## config.mk

```make
export PLATFORM = sky130hd
export DESIGN_NAME = csc_former_encoder
export DESIGN_NICKNAME = d
export VERILOG_FILES = /design/src/rtl/csc_former_encoder.sv
export SDC_FILE = /design/constraint.sdc
export NUM_CORES = 1
export LEC_CHECK = 0
export ABC_AREA = 0
export CORE_MARGIN = 2
export CORE_UTILIZATION = 34
export CTS_BUF_LIST = sky130_fd_sc_hd__clkbuf_4
export DETAILED_ROUTE_END_ITERATION = 8
export DONT_BUFFER_PORTS = 1
export PLACE_DENSITY_LB_ADDON = 0.15
export RECOVER_POWER = 100
export SLEW_MARGIN = 40
export SYNTH_ARGS = -nofsm -noshare
export SYNTH_HDL_FRONTEND = slang
export SYNTH_SLANG_ARGS = --single-unit
```

## constraint.sdc

```tcl
create_clock -name i_clk -period 9.31 [get_ports i_clk]
set_clock_uncertainty 0.2 [all_clocks]
set_input_delay 2.3275 -clock i_clk [delete_from_list [all_inputs] [get_ports i_clk]]
set_output_delay 2.3275 -clock i_clk [all_outputs]
set_load 0.01 [all_outputs]
```

## src/rtl/csc_former_encoder.sv

```systemverilog
// Streams a column-major dense INT8 matrix into compressed-sparse-column words
// of {data, zero-run} and emits per-column cumulative entry counts and a zero terminator.
module csc_former_encoder #(
    parameter int MAX_ENTRIES = 200
) (
    input  logic        i_clk,
    input  logic        i_rst,
    input  logic        i_start,
    input  logic [5:0]  i_cfg_rows,
    input  logic [7:0]  i_cfg_cols,
    input  logic        i_din_valid,
    output logic        o_din_ready,
    input  logic [7:0]  i_din,
    output logic        o_dout_valid,
    input  logic        i_dout_ready,
    output logic [12:0] o_dout,
    output logic        o_addr_valid,
    output logic [7:0]  o_addr_out,
    output logic        o_busy,
    output logic        o_done,
    output logic        o_overflow
);

    // One spad slot is reserved for the terminator word.
    localparam logic [7:0] LP_ENTRY_LIMIT = 8'(MAX_ENTRIES - 1);

    typedef enum logic [1:0] {
        S_IDLE,
        S_ENC,
        S_TERM,
        S_DONE
    } state_t;

    state_t      r_state;
    state_t      w_state_nxt;

    logic [5:0]  r_rows;
    logic [7:0]  r_cols;
    logic [4:0]  r_row;
    logic [7:0]  r_col;
    logic [4:0]  r_run;
    logic [7:0]  r_entries;
    logic [12:0] r_dout;
    logic        r_dout_vld;
    logic        r_term_sent;
    logic        r_addr_vld;
    logic [7:0]  r_addr;
    logic        r_ovf;

    logic        w_out_free;
    logic        w_din_ready;
    logic        w_hs;
    logic        w_last_row;
    logic        w_last_col;
    logic        w_nonzero;
    logic        w_room;
    logic        w_load;
    logic        w_term_load;
    logic        w_term_hs;
    logic        w_start_ok;
    logic        w_cfg_zero;
    logic [7:0]  w_entries_nxt;

    assign w_out_free    = !r_dout_vld || i_dout_ready;
    assign w_din_ready   = (r_state == S_ENC) && w_out_free;
    assign w_hs          = i_din_valid && w_din_ready;
    assign w_last_row    = ({1'b0, r_row} == (r_rows - 6'd1));
    assign w_last_col    = (r_col == (r_cols - 8'd1));
    assign w_nonzero     = (i_din != 8'd0);
    assign w_room        = (r_entries < LP_ENTRY_LIMIT);
    assign w_load        = w_hs && w_nonzero && w_room;
    assign w_term_load   = (r_state == S_TERM) && !r_term_sent && w_out_free;
    assign w_term_hs     = (r_state == S_TERM) && r_term_sent && r_dout_vld && i_dout_ready;
    assign w_start_ok    = (r_state == S_IDLE) && i_start;
    assign w_cfg_zero    = (i_cfg_rows == 6'd0) || (i_cfg_cols == 8'd0);
    assign w_entries_nxt = r_entries + {7'd0, w_load};

    always_ff @(posedge i_clk or posedge i_rst) begin
        if (i_rst) begin
            r_state <= S_IDLE;
        end else begin
            r_state <= w_state_nxt;
        end
    end

    always_comb begin
        w_state_nxt = r_state;
        case (r_state)
            S_IDLE: begin
                if (i_start) begin
                    w_state_nxt = w_cfg_zero ? S_TERM : S_ENC;
                end
            end
            S_ENC: begin
                if (w_hs && w_last_row && w_last_col) begin
                    w_state_nxt = S_TERM;
                end
            end
            S_TERM: begin
                if (w_term_hs) begin
                    w_state_nxt = S_DONE;
                end
            end
            S_DONE: begin
                w_state_nxt = S_IDLE;
            end
            default: begin
                w_state_nxt = S_IDLE;
            end
        endcase
    end

    always_ff @(posedge i_clk or posedge i_rst) begin
        if (i_rst) begin
            r_rows      <= 6'd0;
            r_cols      <= 8'd0;
            r_row       <= 5'd0;
            r_col       <= 8'd0;
            r_run       <= 5'd0;
            r_entries   <= 8'd0;
            r_dout      <= 13'd0;
            r_dout_vld  <= 1'b0;
            r_term_sent <= 1'b0;
            r_addr_vld  <= 1'b0;
            r_addr      <= 8'd0;
            r_ovf       <= 1'b0;
        end else begin
            r_addr_vld <= 1'b0;

            // Configuration is captured once; later changes on the cfg inputs are ignored.
            if (w_start_ok) begin
                r_rows      <= i_cfg_rows;
                r_cols      <= i_cfg_cols;
                r_row       <= 5'd0;
                r_col       <= 8'd0;
                r_run       <= 5'd0;
                r_entries   <= 8'd0;
                r_ovf       <= 1'b0;
                r_term_sent <= 1'b0;
            end

            if (w_hs) begin
                if (w_nonzero) begin
                    r_run <= 5'd0;
                    if (!w_room) begin
                        r_ovf <= 1'b1;
                    end
                end else begin
                    r_run <= r_run + 5'd1;
                end
                r_entries <= w_entries_nxt;
                // Column end: publish the running entry count, including this element's word.
                if (w_last_row) begin
                    r_row      <= 5'd0;
                    r_run      <= 5'd0;
                    r_addr_vld <= 1'b1;
                    r_addr     <= w_entries_nxt;
                    r_col      <= w_last_col ? 8'd0 : r_col + 8'd1;
                end else begin
                    r_row <= r_row + 5'd1;
                end
            end

            // Output register: refill may coincide with a drain for full throughput.
            if (w_load) begin
                r_dout     <= {i_din, r_run};
                r_dout_vld <= 1'b1;
            end else if (w_term_load) begin
                r_dout      <= 13'd0;
                r_dout_vld  <= 1'b1;
                r_term_sent <= 1'b1;
            end else if (r_dout_vld && i_dout_ready) begin
                r_dout_vld <= 1'b0;
            end
        end
    end

    assign o_din_ready  = w_din_ready;
    assign o_dout_valid = r_dout_vld;
    assign o_dout       = r_dout;
    assign o_addr_valid = r_addr_vld;
    assign o_addr_out   = r_addr;
    assign o_busy       = (r_state == S_ENC) || (r_state == S_TERM);
    assign o_done       = (r_state == S_DONE);
    assign o_overflow   = r_ovf;

endmodule
```

==> impl.org <==
** Run status
- Status :: complete, but fails checks
- The checks that failed: max-capacitance violations, max-slew violations.

** Setup path
- Critical-path cell with the highest stage delay :: sky130_fd_sc_hd__clkbuf_1
- Among cell families on the critical path, the largest total delay comes from buffers and inverters.
- In this run the worst path has a maximum fanout of 67.
- Delay contributed by the slowest stage of the critical path :: 2540 ps
- Buffering stage count on the worst path with inverters included :: 2
- The worst setup path is launched from a primary input.
- By startpoint and endpoint, the worst setup path is classified as primary input to async pin.
- Data on the critical path is required at its endpoint by 8850 ps.
- Worst r2r src :: r_state[1]
- For flop-to-flop paths, the worst setup slack is 5440 ps.
- Cells along the critical path :: inv_1, clkbuf_1
- The number of cells on the worst reg-to-reg path is 7.
- Worst endpoint data arrival time :: 4940 ps
- Worst setup EP type :: async pin
- Worst r2r dst :: r_col[5]

** Placed design
- Place WS :: 4065 ps
- # port buffers :: 0
- After legalization and detailed placement, the total HPWL measured 5375 um.
- Summing all placed instances gives a cell area of 0.003642 mm2.
- At the end of routability-driven placement, the weighted congestion stood at 0.7786.

** STA
- Setup slack of the critical path after layout :: 3906 ps
- The number of max-slew violations in the final report is 68.
- Sum Neg Setup Slack :: 0 ps
- Setup violations remaining at the end of the flow were counted as 0.
- Period utilization :: 58.05%
- In this run the tightest slew margin relative to its limit is -142.1%.
- Final Hold Viols :: 0
- The smallest clock period supported by the final layout is computed as 5404 ps.
- Static timing analysis puts the maximum clock frequency at 0.1850 GHz.
- Setup repair after global routing left no endpoint under its margin.
- Worst-margin pin slew :: 3631 ps

** Route
- Summed over all nets, wire length on met2 after detailed routing comes to 3517 um.
- Dividing the detail-routed wire length by the instance count gives 16.24 um.
- The pre-antenna-repair detailed-routing pass consisted of 4 iterations.
- Top Metal Used :: met4
- The count of nets left with antenna violations once routing finished came out at 0.
- Post-route DRC :: 0
- The final route contains 2,527 vias.
- Final WL :: 7795 um
- In the final routing, the length of wire on met1 measures 3795 um.
- Mean number of vias per cell :: 5.265
- Met3 WL post-DR :: 363 um
- The first routing iteration left 121 violations.

** Clock network
- Bufs on Longest Clock Path :: 2
- Clock latency reported for the late side of the worst-skew pair :: 440 ps
- The tree is rooted in a sky130_fd_sc_hd__clkbuf_4.
- CTS sink count :: 67
- Post-CTS setup buffer count :: 0
- Clock tree synthesis inserted a total of 9 buffers.
- In this run, post-CTS repair resized a total of 0 instances.
- Count of hold buffers inserted by post-cts repair :: 0
- In this run the number of H-tree levels came out at 3.
- Clk slew on worst S/H paths :: 130 ps
- TritonCTS built the clock tree.

** Hold path
- Counting instances, the worst hold path has a depth of 1.
- The path with the worst hold slack has its endpoint at r_run[4].
- The min-delay analysis places its worst path in the category flop to flop.
- In this run the most critical hold path is launched from r_run[4].

** GRT
- The number of global-route vias before repair is 2,528.
- Entering global routing, the biggest net connects 68 pins.
- Total GRT Usage :: 15.08%
- Remaining global-route overflow :: 0
- The initial antenna violation count was 0.
- The first global-routing pass estimated 13,040 um of wire.

** Power and ir drop
- Peak ir drop on the vdd network :: 140.7 uV
- Internal power :: 572.7 uW
- The share of total power dissipated in the clock network is 17.3%.
- Combinational share of power :: 37.0%
- Pwr per Cell Area :: 262.6 mW/mm2
- Sw power :: 405.3 uW
- Leakage :: 1.651 nW
- Part of the total power dissipated in sequential elements :: 45.8%
- Proportion of total power due to net switching :: 41.44%

** Synth
- Cell type with the largest total area after synthesis :: sky130_fd_sc_hd__dfrtp_1
- Area of the mapped netlist :: 0.003495 mm2
- Top post-synthesis cells by area :: sky130_fd_sc_hd__dfrtp_1, sky130_fd_sc_hd__mux2_2, sky130_fd_sc_hd__ha_1, sky130_fd_sc_hd__nand2_1, sky130_fd_sc_hd__a22o_1
- Post-synthesis cell count :: 339
- Number of distinct library cell variants in the gate-level netlist after synthesis :: 46
- Counting flops with an async set or reset pin after synthesis yields a share of 100.0%.
- In the synthesized netlist the dominant register cell turns out to be sky130_fd_sc_hd__dfrtp_1.
- Averaged over all synthesized cells, the footprint is 10.31 um2.
- Register area share after synthesis :: 47.98%
- Counting flops with a built-in enable in the synthesized netlist gives 0.
- After synthesis, the largest area contributor takes up 47.98% of total cell area.
- Counting flops and latches in the post-synthesis netlist gives 67.
- The Yosys step of the flow raised 0 warnings.
- Counting every net in the synthesized netlist gives 378.

** Cells and area
- Cells with a size suffix above 1 make up 10.47% of the layout.
- Synthesis-to-layout area growth :: 6.588%
- Number of inserted diodes :: 0
- The finished cells cover 0.003725 mm2.
- The net count of the finished layout is 378.

** Floorplanning
- The floorplan has 37 rows.
- The die covers 0.01110 mm2.
- The die is 105.4 um wide.
- The initial utilization of the core area, before any placement, comes to 34.47%.
- During I/O placement, the number of pins put on the boundary was 54.
- Die Span Y :: 105.4 um
- The core region is 0.01014 mm2.

** Flow run
- Max cap viols :: 1
cells in the mapped netlist, types with 2 or more instances:
cell type and count:
sky130_fd_sc_hd__nand4_1 2, sky130_fd_sc_hd__a22o_1 17, sky130_fd_sc_hd__a211oi_1 3, sky130_fd_sc_hd__nor2_1 16
sky130_fd_sc_hd__and3_1 4, sky130_fd_sc_hd__o31ai_1 2, sky130_fd_sc_hd__a21o_1 5, sky130_fd_sc_hd__ha_1 12
sky130_fd_sc_hd__o211ai_1 3, sky130_fd_sc_hd__xor2_1 13, sky130_fd_sc_hd__o21ai_0 18, sky130_fd_sc_hd__nand4b_1 2
sky130_fd_sc_hd__a32o_1 2, sky130_fd_sc_hd__xnor2_1 13, sky130_fd_sc_hd__nand3_1 17, sky130_fd_sc_hd__dfrtp_1 67
sky130_fd_sc_hd__a31oi_1 9, sky130_fd_sc_hd__nand2b_1 8, sky130_fd_sc_hd__nor3_1 8, sky130_fd_sc_hd__o21bai_1 2
sky130_fd_sc_hd__a211o_1 2, sky130_fd_sc_hd__a21oi_1 4, sky130_fd_sc_hd__and2_1 2, sky130_fd_sc_hd__mux2_2 17
sky130_fd_sc_hd__nor4_1 8, sky130_fd_sc_hd__inv_1 12, sky130_fd_sc_hd__o21a_1 2, sky130_fd_sc_hd__a221oi_1 3
sky130_fd_sc_hd__nand2_1 40, sky130_fd_sc_hd__clkbuf_1 10
cells by family after synthesis:
kind of cell,share of synthesized area [%]
simple gates,16.11
compound gates,16.68
mux,5.478
buf+inv,2.936
xor+xnor,6.516
flops,47.98
fa+ha+maj,4.296
through the flow:
stage                     instances  util, %  hold slack, ps  total power, mW
final                           480    36.74           299.6           0.9780
after global placement          464    35.78           279.2           0.8114
after global routing            480    36.74           326.8            1.059
after CTS                       480    37.02           301.3           0.9973
after detailed placement        464    35.93           283.4           0.8243
after floorplan                 339        -           250.7           0.7323
power groups by stage:
stage	Clock [mW]	Combinational, mW	Sequential, mW
after floorplan	0	0.306	0.427
after global placement	0	0.358	0.453
after detailed placement	0	0.370	0.454
after CTS	0.177	0.372	0.448
after global routing	0.187	0.411	0.460
final	0.169	0.362	0.448
cells in the final DEF, fill, tap and decap left out, drive strengths merged, types with 3 or more instances in the layout:
cell	Yosys	layout
xor2	13	13
nand3	18	18
a221oi	3	3
a31oi	9	9
dfrtp	67	67
o211ai	3	3
a21o	5	5
nand2	40	40
a211oi	3	3
nor2	16	16
nor3	8	8
o21ai	19	19
and3	4	4
mux2	17	17
xnor2	13	13
clkbuf	10	11
nor4	8	8
a21oi	4	4
ha	12	12
a22o	17	17
clkinv	0	5
inv	12	13
nand2b	8	8
registers in the layout, summed over array words and instances, names as in the netlist, 2 cells and up:
register	cells
r_run	5
r_rows	6
r_entries	8
r_col	8
r_row	5
r_state	2
o_addr_out	8
o_dout	13
r_cols	8
per-layer routing:
metal	global-route usage (%)	vias to the layer above
met5	0	-
met4	6.857	0
met3	4.082	11
met2	21.61	44
met1	21.12	1232
li1	-	1240
worst max-delay path by stage:
| stage | from | to | slack (ps) | depth (start not counted) |
|---|---|---|---|---|
| after CTS | i_dout_ready | o_din_ready | 4060 | 2 |
| after global routing | i_rst | r_rows[4] | 2970 | 2 |
| after detailed placement | i_dout_ready | o_din_ready | 4070 | 2 |
| after global placement | i_dout_ready | o_din_ready | 4080 | 2 |
| final | i_rst | r_col[4] | 3910 | 2 |
| after floorplan | i_dout_ready | o_din_ready | 4100 | 2 |
cell type report:
type                            instances  area, um2
Clock buffer                            9      67.56
Clock inverter                          7      43.79
Fill cell                            1025       6414
Inverter                               12      45.04
Multi-Input combinational cell        247       1714
Sequential cell                        67       1677
Tap cell                              136      170.2
Timing Repair Buffer                    2      7.507
Note: power is estimated with default switching activity, not from simulation.
